--- config.mk ---
export PLATFORM = sky130hd
export DESIGN_NAME = rgb_pixel_packer
export DESIGN_NICKNAME = d
export VERILOG_FILES = /design/src/rtl/rgb_pixel_packer.sv
export SDC_FILE = /design/constraint.sdc
export NUM_CORES = 1
export LEC_CHECK = 0
export ABC_CLOCK_PERIOD_IN_PS = 4300
export BUFFER_PORTS_ARGS = -buffer_cell sky130_fd_sc_hd__buf_2
export CORE_ASPECT_RATIO = 0.7
export CORE_UTILIZATION = 40
export DETAILED_ROUTE_END_ITERATION = 8
export PLACE_DENSITY_LB_ADDON = 0.12
export SLEW_MARGIN = 20
export SYNTH_ARGS = -nofsm -noshare
export SYNTH_HDL_FRONTEND = slang
export SYNTH_SLANG_ARGS = --single-unit
--- constraint.sdc ---
create_clock -name pclk -period 4.3 [get_ports pclk]
set_input_delay 0.645 -clock pclk [delete_from_list [all_inputs] [get_ports pclk]]
set_output_delay 0.645 -clock pclk [all_outputs]
set_load 0.05 [all_outputs]
--- src/rtl/rgb_pixel_packer.sv ---
// Buffers 4-pixel RGB888 groups captured on cap_strobe and streams each as three packed 32-bit words.
// Word0 is valid one edge after pop. Words hold while m_ready=0. A full FIFO drops captures and sets sticky overflow.

module pixel_fifo #(
    parameter  int W     = 96,
    parameter  int DEPTH = 4,
    localparam int PW    = $clog2(DEPTH),
    localparam int LW    = $clog2(DEPTH) + 1
) (
    input  logic          clk,
    input  logic          rst,
    input  logic          push,
    input  logic [W-1:0]  wdat,
    input  logic          pop,
    output logic [W-1:0]  head,
    output logic [LW-1:0] level
);
    logic [W-1:0]  mem [DEPTH];
    logic [PW-1:0] wr_ptr;
    logic [PW-1:0] rd_ptr;
    logic          wr;
    logic          rd;

    // Fullness is judged on the pre-edge level, so a same-edge pop never frees room for a push.
    assign wr   = push && (level != LW'(DEPTH));
    assign rd   = pop && (level != '0);
    assign head = mem[rd_ptr];

    always_ff @(posedge clk) begin
        if (wr) begin
            mem[wr_ptr] <= wdat;
        end
    end

    always_ff @(posedge clk or posedge rst) begin
        if (rst) begin
            wr_ptr <= '0;
            rd_ptr <= '0;
            level  <= '0;
        end else begin
            if (wr) begin
                wr_ptr <= wr_ptr + PW'(1);
            end
            if (rd) begin
                rd_ptr <= rd_ptr + PW'(1);
            end
            if (wr && !rd) begin
                level <= level + LW'(1);
            end else if (!wr && rd) begin
                level <= level - LW'(1);
            end
        end
    end
endmodule

module rgb_pixel_packer #(
    parameter  int FIFO_DEPTH = 4,
    localparam int LVL_W      = $clog2(FIFO_DEPTH) + 1
) (
    input  logic                  pclk,
    input  logic                  preset,
    input  logic                  cap_strobe,
    input  logic [3:0][2:0][7:0]  rgb_in,
    output logic [31:0]           m_data,
    output logic                  m_valid,
    input  logic                  m_ready,
    output logic                  m_last,
    output logic [LVL_W-1:0]      fifo_level,
    output logic                  busy,
    output logic                  overflow,
    input  logic                  ovf_clr
);
    typedef enum logic [1:0] {IDLE, W0, W1, W2} state_t;

    state_t      state;
    state_t      state_nxt;
    logic [95:0] pix;
    logic [95:0] head;
    logic [95:0] hold;
    logic [95:0] hold_nxt;
    logic [31:0] data_nxt;
    logic        valid_nxt;
    logic        last_nxt;
    logic        pop;
    logic        fire;
    logic        empty;
    logic        full;

    // Byte order on the wire is R0 G0 B0 R1 G1 ... B3, first byte in the MSBs.
    assign pix = {rgb_in[0][0], rgb_in[0][1], rgb_in[0][2],
                  rgb_in[1][0], rgb_in[1][1], rgb_in[1][2],
                  rgb_in[2][0], rgb_in[2][1], rgb_in[2][2],
                  rgb_in[3][0], rgb_in[3][1], rgb_in[3][2]};

    pixel_fifo #(
        .W     (96),
        .DEPTH (FIFO_DEPTH)
    ) u_fifo (
        .clk   (pclk),
        .rst   (preset),
        .push  (cap_strobe),
        .wdat  (pix),
        .pop   (pop),
        .head  (head),
        .level (fifo_level)
    );

    assign empty = (fifo_level == '0);
    assign full  = (fifo_level == LVL_W'(FIFO_DEPTH));
    assign fire  = m_valid && m_ready;
    assign busy  = (state != IDLE) || !empty;

    always_comb begin
        state_nxt = state;
        hold_nxt  = hold;
        data_nxt  = m_data;
        valid_nxt = m_valid;
        last_nxt  = m_last;
        pop       = 1'b0;
        case (state)
            IDLE: begin
                if (!empty) begin
                    pop       = 1'b1;
                    hold_nxt  = head;
                    data_nxt  = head[95:64];
                    valid_nxt = 1'b1;
                    state_nxt = W0;
                end
            end
            W0: begin
                if (fire) begin
                    data_nxt  = hold[63:32];
                    state_nxt = W1;
                end
            end
            W1: begin
                if (fire) begin
                    data_nxt  = hold[31:0];
                    last_nxt  = 1'b1;
                    state_nxt = W2;
                end
            end
            W2: begin
                if (fire) begin
                    last_nxt = 1'b0;
                    // Chain straight into the next queued group to avoid a bubble.
                    if (!empty) begin
                        pop       = 1'b1;
                        hold_nxt  = head;
                        data_nxt  = head[95:64];
                        state_nxt = W0;
                    end else begin
                        valid_nxt = 1'b0;
                        state_nxt = IDLE;
                    end
                end
            end
            default: state_nxt = IDLE;
        endcase
    end

    always_ff @(posedge pclk or posedge preset) begin
        if (preset) begin
            state   <= IDLE;
            hold    <= '0;
            m_data  <= '0;
            m_valid <= 1'b0;
            m_last  <= 1'b0;
        end else begin
            state   <= state_nxt;
            hold    <= hold_nxt;
            m_data  <= data_nxt;
            m_valid <= valid_nxt;
            m_last  <= last_nxt;
        end
    end

    always_ff @(posedge pclk or posedge preset) begin
        if (preset) begin
            overflow <= 1'b0;
        end else if (ovf_clr) begin
            overflow <= 1'b0;
        end else if (cap_strobe && full) begin
            overflow <= 1'b1;
        end
    end
endmodule
==> results by group, run 1 <==
Worst setup path
  – Critical Path Start Type: register
  – Crit-path slowest cell: or4b_2
  – Crit path kind: reg -> out
  – Worst endpoint data arrival time: about 2200 ps
  – Crit Path Max Fanout: 4
  – Largest stage delay, worst path: 650 ps
  – Setup crit end kind: output pin
  – Crit path cell chain: inv_1 > ha_2 > or4b_2 > buf_2
  – Worst path required time: 3650 ps
  – Reg2reg path depth: 5

Outcome
  – Outcome: completed

Clocking
  – Post-CTS Setup Bufs: 0
  – Clock-pin slew on the worst setup and hold paths: 60 ps
  – H-Tree Depth: 2
  – Hold bufs inserted after CTS: 0
  – Num CTS Buffers: 47
  – Clock sink count: 492
  – Worst-Skew Late Latency: 560 ps
  – CTS tree: done
  – CTS root buf: clkbuf_16
  – # resized after CTS: 0
  – Clock Path Buffers: 3

Timing
  – Final Hold Slack: 246 ps
  – Slew @ Worst Pin: around 990 ps
  – Unrepaired setup endpoints after global routing: false
  – Hold Vio Cnt, Final: 0
  – Fin crit period: 2870 ps
  – Slew margin rel.: 0.343
  – Final Skew: around 21 ps
  – Setup tns final: 0 ps
  – Max Transition Viols Final: 0
  – Tcrit/Tclk final: 0.667
  – Final setup fails: 0
  – Max frequency: 349 MHz

Die
  – Die area: 48,400 µm²
  – Top Ports: 140
  – Starting density of the core: 0.407
  – Site Rows: 66
  – Die Span X: around 260 µm
  – Die Height: 184 µm
  – Core area: 46,700 µm²

Global route
  – Total GRT Usage: 0.169
  – Number of global-route vias before repair: 9,381
  – Grt total ovfl: 0
  – Antenna violations before repair: 3
  – Largest net degree at the start of global routing: 86
  – First-pass GRT wire length: between 60,000 and 70,000 µm

Drt
  – WL per Instance: 23.8 µm
  – DR vias/cell: ~5.2
  – Drt first pass iters: 6
  – Residual DRC: 0
  – Final WL: 39,600 µm
  – Antenna viol nets, final: 0
  – Starting DRT DRC Count: 499
  – Via Count: about 8,700

Yosys
  – Area leader, netlist: edfxtp_1
  – Area share of the largest cell type after synthesis: 0.607
  – Cell variety after synth: 33
  – Register area share after synthesis: 0.749
  – Register bit total from synthesis: 492
  – Syn nets: 960
  – Main synth FF type: edfxtp_1
  – Area contributors post-synth: edfxtp_1, dfrtp_1, mux4_2
  – Number of flops mapped to enable cells by yosys: ~380
  – Post-Syn Area: 19,000 µm²
  – Synth warn: 0
  – Mapped Cells: about 850
  – FFs w/ async S/R, synth: 0.220
  – Syn Area/Cell: 22.4 µm²

Layout
  – Layout Nets: 1,126
  – Final core occ: 0.470
  – Post-Layout Cell Count: between 1,500 and 2,000
  – Post-route cell area: 21,900 µm²
  – Area taken by multi-input logic gates: around 4500 µm²
  – Commonest non-fill, non-tap cell in the layout: edfxtp_1
  – Layout fillers: 3,885
  – Area grow syn2layout: 15.4%
  – Layout cells sized above 1: 0.440
  – FF/Latch Area: 14,200 µm²
  – Commonest non-fill, non-tap cells in the layout: edfxtp_1, buf_2, dfrtp_1

Placed design
  – Placer Congestion: 0.692
  – Placed Cells: 1,577
  – HPWL Detailed: 23,200 µm
  – DP Area: 20,400 µm²
  – Number of port buffers: ~140

Power
  – Worst VDD drop: approximately 0.77 mV
  – P_leak: just under 0.008 µW
  – Pwr/cell area: 802 nW/µm²

Worst hold path
  – Hold WC Path Type: in -> reg
  – Hold path cells: 2

Run
  – Max Cap Viol: 0
[state kept, by name, indices dropped and copies added (netlist names)]
register / flops
u_fifo.mem: 384
hold: 64
m_data: 32
u_fifo.level: 3
state: 2
u_fifo.rd_ptr: 2
u_fifo.wr_ptr: 2
m_last: 1
m_valid: 1
overflow: 1
[path summary, 6_finish.rpt]
path / endpoint / slack (ps) / from
worst max-delay path: busy / 1430 / state[0]$_DFFE_PP0P_
worst min-delay path: overflow$_DFFE_PP0P_ / 250 / ovf_clr
worst max register to register: m_data[19]$_DFFE_PP0P_ / 1700 / state[0]$_DFFE_PP0P_
worst min register to register: hold[0]$_DFFE_PP0P_ / 490 / hold[0]$_DFFE_PP0P_
max in group asynchronous: hold[31]$_DFFE_PP0P_ / 3140 / preset
min in group asynchronous: m_data[20]$_DFFE_PP0P_ / 270 / preset
[cell type report]
class,count,area share
diodes,1,0.000114
clock buffers,69,0.0611
clock inverters,19,0.00719
inverters,7,0.00143
multi-input cells,306,0.203
flip-flops and latches,492,0.650
well taps,612,0.0349
repair buffers,160,0.0423
[power by group]
group / switching [µW] / total [µW] / internal (µW)
Sequential: 623 / 7150 / 6530
Combinational: 3280 / 6420 / 3150
Clock: 1720 / 4000 / 2290
[metal layers]
| layer | track usage | vias up | part of all wire |
|---|---|---|---|
| li1 | - | 3815 | - |
| met1 | 0.247 | 4696 | 0.49 |
| met2 | 0.270 | 165 | 0.46 |
| met3 | 0.0285 | 49 | 0.039 |
| met4 | 0.0346 | 2 | 0.013 |
| met5 | 0 | - | 0.00033 |
[stage by stage]
stage	setup WS (ps)	total power, µW
after floorplan	326	12200
after global placement	1560	13800
after detailed placement	1530	13800
after CTS	1420	17900
after global routing	1350	18500
final	1430	17600
[synth_stat cells (2+ instances only)]
cell,count
a31oi_1,2
mux2_2,96
mux4_2,96
buf_2,4
xnor2_1,3
buf_6,14
a21oi_1,5
a22o_1,32
nor2_1,3
dfrtp_1,108
mux2_4,30
clkbuf_1,19
buf_4,6
and2_1,5
inv_1,7
nor3_1,2
edfxtp_1,384
mux2_1,5
ha_1,10
o21ai_0,2
xor2_1,3
[logic make-up after synthesis]
family / Yosys count / share of synthesized area
buffers and inverters: 50 / 0.0169
AOI/OAI and AO/OA: 46 / 0.0208
muxes: 227 / 0.197
adders and majority gates: 11 / 0.00764
and+or+nand+nor: 16 / 0.00520
DFF: 492 / 0.749
xor gates and xnor gates: 6 / 0.00277
[critical path: cells and delay by family (launching register included)]
family                     cells  cell delay [ps]
buffers and inverters          2              390
and+or+nand+nor                1              650
DFF                            1              410
adders and majority gates      1              220
No activity file was read; power rests on OpenSTA's default activity.
==> run 2, diff against run 1 <==
Settings changed: ABC_CLOCK_PERIOD_IN_PS 4300 to 2400.
Clock period 4.3 ns to 2.4 ns, I/O delays scaled along.
==> results by group, run 2 (same netlist as run 1, synthesis figures left out) <==
Global route
  – Total GRT Usage: 0.169
  – First-pass GRT wire length: slightly above 60,000 µm
  – Largest net degree at the start of global routing: 70
  – Grt total ovfl: 0
  – Antenna violations before repair: 5
  – Number of global-route vias before repair: 9,629

Die
  – Top Ports: 140
  – Die area: 48,400 µm²
  – Die Span X: between 200 and 300 µm
  – Site Rows: 66
  – Die Height: 184 µm
  – Core area: about 47,000 µm²
  – Starting density of the core: 0.407

Run
  – Max Cap Viol: 0

Worst hold path
  – Hold WC Path Type: in -> reg

Timing
  – Final setup margin: between 70 and 80 ps
  – Max frequency: 430 MHz
  – Fin crit period: around 2300 ps
  – Max Transition Viols Final: 0
  – Setup tns final: 0 ps
  – Hold Vio Cnt, Final: 0
  – Slew margin rel.: 0.685
  – Final Hold Slack: 23.0 ps
  – Final Skew: approximately 17 ps
  – Unrepaired setup endpoints after global routing: true
  – Final setup fails: 0
  – Slew @ Worst Pin: 473 ps
  – Tcrit/Tclk final: 0.968

Placed design
  – Placer Congestion: between 0.7 and 0.8
  – Number of port buffers: 139
  – Setup WS pre-CTS: 56.9 ps
  – DP Area: 20,800 µm²
  – HPWL Detailed: between 20,000 and 25,000 µm

Drt
  – Starting DRT DRC Count: 550
  – Drt first pass iters: 6
  – WL per Instance: 22.7 µm
  – Antenna viol nets, final: 0
  – Final WL: 40,000 µm
  – Via Count: 8,967
  – Residual DRC: 0
  – DR vias/cell: 5.09

Worst setup path
  – Worst endpoint data arrival time: 1960 ps
  – Worst path bufs/invs: 2
  – Crit path cell chain: inv_1 > ha_2 > or4b_4 > buf_6
  – Crit-path slowest cell: or4b_4
  – Crit Path Max Fanout: 4
  – Critical Path Start Type: register
  – Largest stage delay, worst path: 490 ps
  – Crit path kind: reg -> out
  – Crit path max-delay family: simple AND/OR/NAND/NOR gates
  – Setup crit end kind: output pin
  – Worst path required time: 2040 ps

Power
  – P_leak: 0.00830 µW
  – Pwr/cell area: 1410 nW/µm²
  – Worst VDD drop: 1.28 mV

Clocking
  – H-Tree Depth: 2
  – Worst-Skew Late Latency: 570 ps
  – Clock Path Buffers: 3
  – CTS tree: done
  – CTS root buf: clkbuf_16
  – Clock-pin slew on the worst setup and hold paths: 60 ps
  – Clock sink count: 492
  – Num CTS Buffers: 49
  – Post-CTS Setup Bufs: 0

Layout
  – Area grow syn2layout: 21.4%
  – Post-route cell area: around 23,000 µm²
  – Largest Register: u_fifo.mem
  – Top Registers: u_fifo.mem: 384 flops, hold: 64 flops, m_data: 32 flops
  – Layout cells sized above 1: 0.421
  – Layout fillers: 3,781
  – Commonest non-fill, non-tap cell in the layout: edfxtp_1
  – Commonest non-fill, non-tap cells in the layout: edfxtp_1, buf_2, dfrtp_1
  – Final core occ: 0.494
  – Layout Nets: 1,218
  – Max reg flops: roughly 380

Outcome
  – Outcome: completed
## run 2: timing repair
item / 4_1_cts / 5_1_grt
hold endpoints to repair: 273 / 0
hold buffers: 71 / 0
resized for setup: 3 / 1
endpoints found under the setup margin: 1 / 2
## run 2: per-stage QoR
stage / total power [µW] / instances
2_1_floorplan: 21900 / 848
3_3_place_gp: 25200 / 1596
3_5_place_dp: 25400 / 1596
4_1_cts: 33000 / 1758
5_1_grt: 34100 / 1758
6_report: 32400 / 1760
## run 2: power by group
group          total (µW)  internal (µW)  leakage (µW)  switching, µW
combinational       12500           6240       0.00275           6290
sequential          12500          11700       0.00480            831
clock                7380           4250      0.000751           3130
total               32400          22200       0.00830          10300
## run 2: final cells by class
cell class / count / area (µm²) / share of cell area
Clock inverter: 14 / 125 / 0.00543
Antenna cell: 2 / 5.00 / 0.000217
Tap cell: 612 / 766 / 0.0332
Clock buffer: 77 / 1410 / 0.0612
Inverter: 7 / 30.0 / 0.00130
Sequential cell: 492 / 14200 / 0.618
Multi-Input combinational cell: 306 / 4470 / 0.194
Timing Repair Buffer: 250 / 2010 / 0.0873
## run 2: path summary, 6_finish.rpt
kind,start,endpoint,slack (ps),depth (start not counted)
min reg2reg,hold[4]$_DFFE_PP0P_,hold[4]$_DFFE_PP0P_,490,1
min in group asynchronous,preset,u_fifo.level[0]$_DFFE_PP0P_,280,3
min,rgb_in[41],u_fifo.mem[2][49]$_DFFE_PP_,20,1
max reg2reg,state[0]$_DFFE_PP0P_,u_fifo.level[1]$_DFFE_PP0P_,80,7
max in group asynchronous,preset,hold[46]$_DFFE_PP0P_,1430,4
max,state[0]$_DFFE_PP0P_,busy,80,4
## run 2: per-layer routing
layer,track usage,wire length (µm),up-vias
met1,0.254,19700,4735
met4,0.0384,624,4
met3,0.0342,1870,63
li1,-,-,3995
met5,0,27,-
met2,0.255,17900,170
